`config.mk`:
```
export PLATFORM = sky130hd
export DESIGN_NAME = ad9826_cfg_ctrl_flat
export DESIGN_NICKNAME = d
export VERILOG_FILES = /design/src/rtl/ad9826_cfg_ctrl_if.sv /design/src/rtl/ad9826_cfg_ctrl.sv /design/src/flat_wrapper.sv
export SDC_FILE = /design/constraint.sdc
export NUM_CORES = 1
export LEC_CHECK = 0
export ABC_AREA = 1
export CAP_MARGIN = 20
export CORE_AREA = 2 2 98 100
export DETAILED_ROUTE_END_ITERATION = 10
export DIE_AREA = 0 0 100 102
export PLACE_DENSITY_LB_ADDON = 0.12
export REMOVE_ABC_BUFFERS = 1
export SYNTH_ARGS = -nofsm -noshare
export SYNTH_HDL_FRONTEND = slang
export SYNTH_SLANG_ARGS = --single-unit
```
`constraint.sdc`:
```
create_clock -name clk -period 4.4 [get_ports clk]
set_clock_uncertainty 0.05 [all_clocks]
set_input_delay 1.1 -clock clk [delete_from_list [all_inputs] [get_ports clk]]
set_output_delay 1.1 -clock clk [all_outputs]
set_load 0.02 [all_outputs]
```
`src/rtl/ad9826_cfg_ctrl_if.sv`:
```
// Host access channel for the AD9826 configuration controller.
// The master issues single-register requests; the slave answers with an ack pulse.
interface ad9826_cfg_ctrl_if;
  logic       host_req;
  logic       host_rw;
  logic [2:0] host_addr;
  logic [8:0] host_wdata;
  logic       host_ack;
  logic [8:0] host_rdata;

  modport master (
    output host_req,
    output host_rw,
    output host_addr,
    output host_wdata,
    input  host_ack,
    input  host_rdata
  );

  modport slave (
    input  host_req,
    input  host_rw,
    input  host_addr,
    input  host_wdata,
    output host_ack,
    output host_rdata
  );
endinterface

```
`src/rtl/ad9826_cfg_ctrl.sv`:
```
// AD9826 serial-port configuration controller: writes and verifies the init registers,
// then serialises runtime host accesses over the 3-wire SCLK/SDATA/SLOAD interface.
module ad9826_cfg_ctrl #(
  parameter int unsigned CLK_DIV  = 4,
  parameter logic [8:0]  CFG_VAL  = 9'h0C8,
  parameter logic [8:0]  MUX_VAL  = 9'h0C0,
  parameter logic [8:0]  RPGA_VAL = 9'h000,
  parameter logic [8:0]  ROFS_VAL = 9'h000
) (
  input  logic               clk,
  input  logic               rst_n,
  input  logic               cfg_start,
  input  logic               adc_busy,
  ad9826_cfg_ctrl_if.slave   host,
  output logic               cfg_done,
  output logic               cfg_err,
  output logic               sclk_o,
  output logic               sload_o,
  output logic               sdata_o,
  output logic               sdata_oe,
  input  logic               sdata_i
);

  localparam logic [8:0] HLast = 9'(CLK_DIV - 1);
  localparam logic [8:0] GLast = 9'(2 * CLK_DIV - 1);

  typedef enum logic [2:0] {FrIdle, FrSetup, FrShift, FrEnd, FrGap} fr_state_e;
  typedef enum logic [1:0] {SqInitWr, SqInitRd, SqReady, SqHost} sq_state_e;

  // Frame engine state
  fr_state_e   fr_q, fr_d;
  logic [8:0]  cnt_q, cnt_d;
  logic [3:0]  slot_q, slot_d;
  logic        hi_q, hi_d;
  logic [15:0] word_q, word_d;
  logic [8:0]  rd_sh_q, rd_sh_d;
  logic        sclk_q, sclk_d, sload_q, sload_d, sdata_q, sdata_d, oe_q, oe_d;
  logic        fr_start;
  logic [15:0] fr_word;
  logic        frame_done, frame_last_next;

  // Sequencer state
  sq_state_e       sq_q, sq_d;
  logic [1:0]      idx_q, idx_d;
  logic            err_acc_q, err_acc_d;
  logic            restart_q, restart_d;
  logic            done_q, done_d, err_q, err_d;
  logic            ack_q, ack_d;
  logic [8:0]      rdata_q, rdata_d;
  logic [3:0][8:0] shadow_q, shadow_d;
  logic            h_rw_q, h_rw_d;
  logic [2:0]      h_addr_q, h_addr_d;
  logic [8:0]      h_wdata_q, h_wdata_d;
  logic [2:0]      idx_addr;
  logic            rd_mism, acc_next;

  assign frame_done      = (fr_q == FrGap) && (cnt_q == GLast);
  // Registered host_ack must already be high during the last GAP cycle.
  assign frame_last_next = (fr_q == FrGap) && (cnt_q == GLast - 9'd1);
  assign idx_addr        = (idx_q == 2'd3) ? 3'd5 : {1'b0, idx_q};

  // Frame engine next-state: SETUP, 16 bit slots (high then low phase), END, GAP
  always_comb begin
    fr_d   = fr_q;
    cnt_d  = cnt_q;
    slot_d = slot_q;
    hi_d   = hi_q;
    word_d = word_q;
    case (fr_q)
      FrIdle: begin
        if (fr_start) begin
          fr_d   = FrSetup;
          cnt_d  = '0;
          word_d = fr_word;
        end
      end
      FrSetup: begin
        if (cnt_q == HLast) begin
          fr_d   = FrShift;
          cnt_d  = '0;
          slot_d = '0;
          hi_d   = 1'b1;
        end else begin
          cnt_d = cnt_q + 9'd1;
        end
      end
      FrShift: begin
        if (cnt_q == HLast) begin
          cnt_d = '0;
          if (hi_q) begin
            hi_d = 1'b0;
          end else if (slot_q == 4'd15) begin
            fr_d = FrEnd;
          end else begin
            slot_d = slot_q + 4'd1;
            hi_d   = 1'b1;
          end
        end else begin
          cnt_d = cnt_q + 9'd1;
        end
      end
      FrEnd: begin
        if (cnt_q == HLast) begin
          fr_d  = FrGap;
          cnt_d = '0;
        end else begin
          cnt_d = cnt_q + 9'd1;
        end
      end
      FrGap: begin
        if (cnt_q == GLast) begin
          fr_d  = FrIdle;
          cnt_d = '0;
        end else begin
          cnt_d = cnt_q + 9'd1;
        end
      end
      default: fr_d = FrIdle;
    endcase
  end

  // Pad outputs decoded from the next engine state so they leave a flop
  always_comb begin
    sload_d = !((fr_d == FrSetup) || (fr_d == FrShift) || (fr_d == FrEnd));
    sclk_d  = (fr_d == FrShift) && hi_d;
    sdata_d = 1'b0;
    if (fr_d == FrSetup) begin
      sdata_d = word_d[15];
    end else if (fr_d == FrShift) begin
      if (hi_d) begin
        sdata_d = word_d[4'd15 - slot_d];
      end else if (slot_d != 4'd15) begin
        sdata_d = word_d[4'd14 - slot_d];
      end
    end
    // Read frames release the pad from the falling edge after bit 9 until END
    oe_d = !((fr_d == FrShift) && word_d[15] &&
             ((slot_d > 4'd6) || ((slot_d == 4'd6) && !hi_d)));
    rd_sh_d = rd_sh_q;
    if (sclk_d && !sclk_q && word_d[15] && (slot_d >= 4'd7)) begin
      rd_sh_d = {rd_sh_q[7:0], sdata_i};
    end
  end

  // Frame engine registers
  always_ff @(posedge clk) begin
    if (!rst_n) begin
      fr_q    <= FrIdle;
      cnt_q   <= '0;
      slot_q  <= '0;
      hi_q    <= 1'b0;
      word_q  <= '0;
      rd_sh_q <= '0;
      sclk_q  <= 1'b0;
      sload_q <= 1'b1;
      sdata_q <= 1'b0;
      oe_q    <= 1'b1;
    end else begin
      fr_q    <= fr_d;
      cnt_q   <= cnt_d;
      slot_q  <= slot_d;
      hi_q    <= hi_d;
      word_q  <= word_d;
      rd_sh_q <= rd_sh_d;
      sclk_q  <= sclk_d;
      sload_q <= sload_d;
      sdata_q <= sdata_d;
      oe_q    <= oe_d;
    end
  end

  // Sequencer next-state: init write/readback, then host service
  always_comb begin
    sq_d      = sq_q;
    idx_d     = idx_q;
    err_acc_d = err_acc_q;
    restart_d = restart_q;
    done_d    = done_q;
    err_d     = err_q;
    ack_d     = 1'b0;
    rdata_d   = rdata_q;
    shadow_d  = shadow_q;
    h_rw_d    = h_rw_q;
    h_addr_d  = h_addr_q;
    h_wdata_d = h_wdata_q;
    fr_start  = 1'b0;
    fr_word   = '0;
    rd_mism   = (rd_sh_q != shadow_q[idx_q]);
    acc_next  = err_acc_q | rd_mism;
    case (sq_q)
      SqInitWr: begin
        fr_start = 1'b1;
        fr_word  = {1'b0, idx_addr, 3'b000, shadow_q[idx_q]};
        if (frame_done) begin
          idx_d = idx_q + 2'd1;
          if (idx_q == 2'd3) sq_d = SqInitRd;
        end
      end
      SqInitRd: begin
        fr_start = 1'b1;
        fr_word  = {1'b1, idx_addr, 12'h000};
        if (frame_done) begin
          err_acc_d = acc_next;
          idx_d     = idx_q + 2'd1;
          if (idx_q == 2'd3) begin
            sq_d   = SqReady;
            done_d = !acc_next;
            err_d  = acc_next;
          end
        end
      end
      SqReady: begin
        // A re-init request beats a host request arriving in the same cycle
        if (cfg_start) begin
          sq_d      = SqInitWr;
          idx_d     = '0;
          err_acc_d = 1'b0;
          done_d    = 1'b0;
          err_d     = 1'b0;
        end else if (host.host_req && !adc_busy && (fr_q == FrIdle)) begin
          fr_start  = 1'b1;
          fr_word   = {host.host_rw, host.host_addr, 3'b000,
                       host.host_rw ? 9'h000 : host.host_wdata};
          h_rw_d    = host.host_rw;
          h_addr_d  = host.host_addr;
          h_wdata_d = host.host_wdata;
          sq_d      = SqHost;
        end
      end
      SqHost: begin
        if (cfg_start) begin
          restart_d = 1'b1;
          done_d    = 1'b0;
          err_d     = 1'b0;
        end
        if (frame_last_next) begin
          ack_d = 1'b1;
          if (h_rw_q) begin
            rdata_d = rd_sh_q;
          end else begin
            case (h_addr_q)
              3'd0:    shadow_d[0] = h_wdata_q;
              3'd1:    shadow_d[1] = h_wdata_q;
              3'd2:    shadow_d[2] = h_wdata_q;
              3'd5:    shadow_d[3] = h_wdata_q;
              default: ;
            endcase
          end
        end
        if (frame_done) begin
          if (restart_q || cfg_start) begin
            sq_d      = SqInitWr;
            idx_d     = '0;
            err_acc_d = 1'b0;
            restart_d = 1'b0;
          end else begin
            sq_d = SqReady;
          end
        end
      end
      default: sq_d = SqInitWr;
    endcase
  end

  // Sequencer registers; reset restarts init with the parameter values
  always_ff @(posedge clk) begin
    if (!rst_n) begin
      sq_q      <= SqInitWr;
      idx_q     <= '0;
      err_acc_q <= 1'b0;
      restart_q <= 1'b0;
      done_q    <= 1'b0;
      err_q     <= 1'b0;
      ack_q     <= 1'b0;
      rdata_q   <= '0;
      shadow_q  <= {ROFS_VAL, RPGA_VAL, MUX_VAL, CFG_VAL};
      h_rw_q    <= 1'b0;
      h_addr_q  <= '0;
      h_wdata_q <= '0;
    end else begin
      sq_q      <= sq_d;
      idx_q     <= idx_d;
      err_acc_q <= err_acc_d;
      restart_q <= restart_d;
      done_q    <= done_d;
      err_q     <= err_d;
      ack_q     <= ack_d;
      rdata_q   <= rdata_d;
      shadow_q  <= shadow_d;
      h_rw_q    <= h_rw_d;
      h_addr_q  <= h_addr_d;
      h_wdata_q <= h_wdata_d;
    end
  end

  assign host.host_ack   = ack_q;
  assign host.host_rdata = rdata_q;
  assign cfg_done        = done_q;
  assign cfg_err         = err_q;
  assign sclk_o          = sclk_q;
  assign sload_o         = sload_q;
  assign sdata_o         = sdata_q;
  assign sdata_oe        = oe_q;

endmodule
```
`src/flat_wrapper.sv`:
```
// flat-port wrapper written by rule: the top's interface ports become plain ports
module ad9826_cfg_ctrl_flat 
#(
  parameter int unsigned CLK_DIV  = 4,
  parameter logic [8:0]  CFG_VAL  = 9'h0C8,
  parameter logic [8:0]  MUX_VAL  = 9'h0C0,
  parameter logic [8:0]  RPGA_VAL = 9'h000,
  parameter logic [8:0]  ROFS_VAL = 9'h000
)
  (clk, rst_n, cfg_start, adc_busy, cfg_done, cfg_err, sclk_o, sload_o, sdata_o, sdata_oe, sdata_i, host_host_req, host_host_rw, host_host_addr, host_host_wdata, host_host_ack, host_host_rdata);
  ad9826_cfg_ctrl_if host_i ();
  input  logic clk;
  input  logic rst_n;
  input  logic cfg_start;
  input  logic adc_busy;
  output logic cfg_done;
  output logic cfg_err;
  output logic sclk_o;
  output logic sload_o;
  output logic sdata_o;
  output logic sdata_oe;
  input  logic sdata_i;
  input wire logic [$bits(host_i.host_req)-1:0] host_host_req;
  input wire logic [$bits(host_i.host_rw)-1:0] host_host_rw;
  input wire logic [$bits(host_i.host_addr)-1:0] host_host_addr;
  input wire logic [$bits(host_i.host_wdata)-1:0] host_host_wdata;
  output wire logic [$bits(host_i.host_ack)-1:0] host_host_ack;
  output wire logic [$bits(host_i.host_rdata)-1:0] host_host_rdata;
  assign host_i.host_req = host_host_req;
  assign host_i.host_rw = host_host_rw;
  assign host_i.host_addr = host_host_addr;
  assign host_i.host_wdata = host_host_wdata;
  assign host_host_ack = host_i.host_ack;
  assign host_host_rdata = host_i.host_rdata;
  ad9826_cfg_ctrl #(.CLK_DIV(CLK_DIV), .CFG_VAL(CFG_VAL), .MUX_VAL(MUX_VAL), .RPGA_VAL(RPGA_VAL), .ROFS_VAL(ROFS_VAL)) u_core (.clk(clk), .rst_n(rst_n), .cfg_start(cfg_start), .adc_busy(adc_busy), .host(host_i), .cfg_done(cfg_done), .cfg_err(cfg_err), .sclk_o(sclk_o), .sload_o(sload_o), .sdata_o(sdata_o), .sdata_oe(sdata_oe), .sdata_i(sdata_i));
endmodule
```
==> flow_summary_export.csv <==
group,metric,value,unit
clock_tree,cts_setup_buffers,0,
power,pwr-share-clk,0.564,
sta,max_freq,0.294,GHz
placed_design,dpl.hpwl,9770,µm
power,p_leak,2.70,nW
clock_tree,cts_buffers,17,
sta,min_period_over_period,0.772,
worst_setup_path,cp_num_buf_inv,2,
placed_design,port_buffers,34,
status,status,"completed",
min_path,min_from,"u_core.host.host_rdata[2]",
yosys,synthCells,842,
clock_tree,cts_resized,0,
power,combPwrFrac,0.047,
yosys,synth_edf_count,0,
detailed_routing,dr_wl_met3,920,µm
worst_setup_path,cp.arrival,3720,ps
clock_tree,insertion_delay,520,ps
clock_tree,clk_pin_slew,60,ps
worst_setup_path,critical_path.startpoint,"cfg_start",
yosys,synth_area,5660,µm²
worst_setup_path,cp_slowest_cell,"clkdlybuf4s50_1",
detailed_routing,drc,0,
global_route,grt_pass1_wl,24200,µm
sta,finalCriticalPeriod,3400,ps
worst_setup_path,cp_max_fo,18,
layout,drive_gt1_frac,0.0635,
yosys,synth_flop_cell,"dfxtp_1",
global_route,grtUsageTotal,0.301,
layout,most-common-layout-cells,"nand2_1 (175), inv_1 (121), dfxtp_1 (113), a21oi_1 (81), o21ai_0 (77)",
die,io_pins,35,
yosys,seq_area_frac_synth,0.399,
layout,syn_to_final_growth,17.8,%
yosys,synth.ff_latch_count,113,
clock_tree,clk_path_buf_depth,2,
global_route,antenna_found_initial,0,
worst_setup_path,r2r-start,"u_core.cnt_q[1]",
global_route,grt-ovfl-total,0,
detailed_routing,routed.top_layer,"met5",
sta,worstMarginPinSlew,817,ps
layout,nets,894,
worst_setup_path,cp-end-kind,"flop",
detailed_routing,first_iter_violations,464,
power,swShare,0.227,
detailed_routing,vias,5661,
global_route,grt_max_degree,60,
sta,setup_viol,0,
sta,hold_violations,0,
run,drv_cap,0,
placed_design,gp_congestion,0.944,
min_path,worstHoldPathType,"reg -> reg",
detailed_routing,wl_met1,6390,µm
yosys,async_flop_share,0,
yosys,synth_area_per_cell,6.73,µm²
clock_tree,cts_hold_buf,0,
power,p_switching,0.606,mW
power,power_density,400,nW/µm²
die,num_rows,35,
worst_setup_path,critPathKind,"in -> reg",
clock_tree,cts_tree,"yes",
worst_setup_path,start_kind,"input port",
die,core-area,9110,µm²
detailed_routing,drt-pass1-iter-count,7,
worst_setup_path,crit_family,"simple AND/OR/NAND/NOR gates",
sta,setup-tns-final,0,ps
power,seqPwrFrac,0.389,
power,power.total,2.67,mW
yosys,ys_types,39,
detailed_routing,wl_per_cell,14.9,µm
sta,rsz0062_at_grt,"false",
power,internal-power,2.07,mW
clock_tree,htree_levels,4,
power,peakVddDrop,0.226,mV
die,initial_core_util,0.622,
detailed_routing,viasPerCell,5.70,
yosys,yosys_warnings,0,
layout,antenna_cells,0,
detailed_routing,wl,14800,µm
clock_tree,clockRootBuffer,"clkbuf_8",
yosys,yosysTopAreaCell,"dfxtp_1",
yosys,synthDominantCellAreaShare,0.399,
die,die_area,10200,µm²
die,die_h,102,µm
layout,fillerInstances,746,
worst_setup_path,crit_chain,"clkdlybuf4s50_1, nor2_4, nand2_4, nand2_4, nand2_1, nand3_1, nor2_1, inv_1, nor2_1, o211ai_2, o21ai_0, a21oi_1",
sta,maxSlewHeadroom,0.454,
die,fp.dieW,100,µm
worst_setup_path,required,4720,ps
clock_tree,cts_sinks,113,
detailed_routing,dr_wl_met2,7080,µm
sta,finalMaxSlewViolations,0,
detailed_routing,ant_nets,0,
yosys,synthTopCellsByArea,"dfxtp_1 (40%), nand2_1 (12%), inv_1 (8.0%), a21oi_1 (7.2%), o21ai_0 (6.8%)",
worst_setup_path,slowest_delay,560,ps
layout,final_common_cell,"nand2_1",
global_route,grt_pass1_vias,5239,
## synthesized netlist by cell type (4+ instances only)
cell / n
nand2_1: 175
inv_1: 121
dfxtp_1: 113
a21oi_1: 81
o21ai_0: 77
nor2_1: 76
nand3_1: 65
clkbuf_1: 22
nand4_1: 17
nor3_1: 16
xor2_1: 8
ha_1: 6
a31oi_1: 5
o211ai_1: 5
a211oi_1: 4
o21a_1: 4
o21ai_1: 4
## per-layer routing
metal	vias up	global-route usage
li1	2798	-
met1	2597	0.364
met3	33	0.0691
met5	-	0.0337
met2	231	0.515
met4	2	0.126
## registers in the layout, indices dropped and copies added, names as in the netlist, 2 cells and up
name,flops
u_core.host.host_rdata,9
u_core.shadow_q,36
u_core.idx_q,2
u_core.h_wdata_q,9
u_core.word_q,16
u_core.rd_sh_q,9
u_core.cnt_q,9
u_core.slot_q,4
u_core.fr_q,3
u_core.sq_q,2
u_core.h_addr_q,3
## layout make-up
type / count / area (µm²) / area share
clock buffer: 17 / 414 / 0.0621
multi-input combinational: 571 / 2770 / 0.415
inverter: 127 / 477 / 0.0715
timing repair buffer: 39 / 378 / 0.0566
tap: 111 / 139 / 0.0208
clock inverter: 15 / 230 / 0.0345
sequential: 113 / 2260 / 0.339
## logic make-up (layout without fill, tap and decap cells)
family,Yosys count,in the layout,synth area share
AO/OA/AOI/OAI,191,191,0.183
AND/OR/NAND/NOR,366,366,0.281
XOR/XNOR,8,8,0.0124
adder cells (fa/ha/maj),6,6,0.0133
flip-flops,113,113,0.399
buffers and inverters,158,198,0.111
## through the flow
stage | std cells | hold WS, ps | utilization | instance area [µm²] | setup WS [ps]
finish | 993 | 391 | 0.732 | 6670 | 1000
global route | 993 | 410 | 0.732 | 6670 | 716
CTS | 993 | 392 | 0.732 | 6670 | 1060
detailed placement | 961 | 387 | 0.662 | 6030 | 591
global placement | 961 | 380 | 0.662 | 6030 | 734
floorplan | 811 | 369 | - | 5510 | 1340
## power by group through the flow
stage / clock [mW] / combinational (mW) / sequential [mW]
after floorplan: 0 / 0.0711 / 1.06
after global placement: 0 / 0.119 / 1.06
after detailed placement: 0 / 0.121 / 1.06
after CTS: 1.51 / 0.124 / 1.04
after global routing: 1.55 / 0.139 / 1.04
final: 1.51 / 0.126 / 1.04
## worst reg2reg max path: cells and delay by family (launching register included)
family | cells | cell delay (ps)
AO/OA/AOI/OAI | 3 | 960
AND/OR/NAND/NOR | 7 | 1170
adder cells (fa/ha/maj) | 2 | 540
buffers and inverters | 2 | 140
flip-flops | 1 | 380
## worst paths after layout
| check | endpoint | slack [ps] | cells past startpoint |
|---|---|---|---|
| worst max-delay path | u_core.rd_sh_q[3] | 1000 | 12 |
| worst min-delay path | u_core.host.host_rdata[2] | 390 | 2 |
| worst max register to register | u_core.rd_sh_q[4] | 1100 | 14 |
| worst min register to register | u_core.host.host_rdata[2] | 390 | 2 |
No activity file was read; power rests on OpenSTA's default activity.
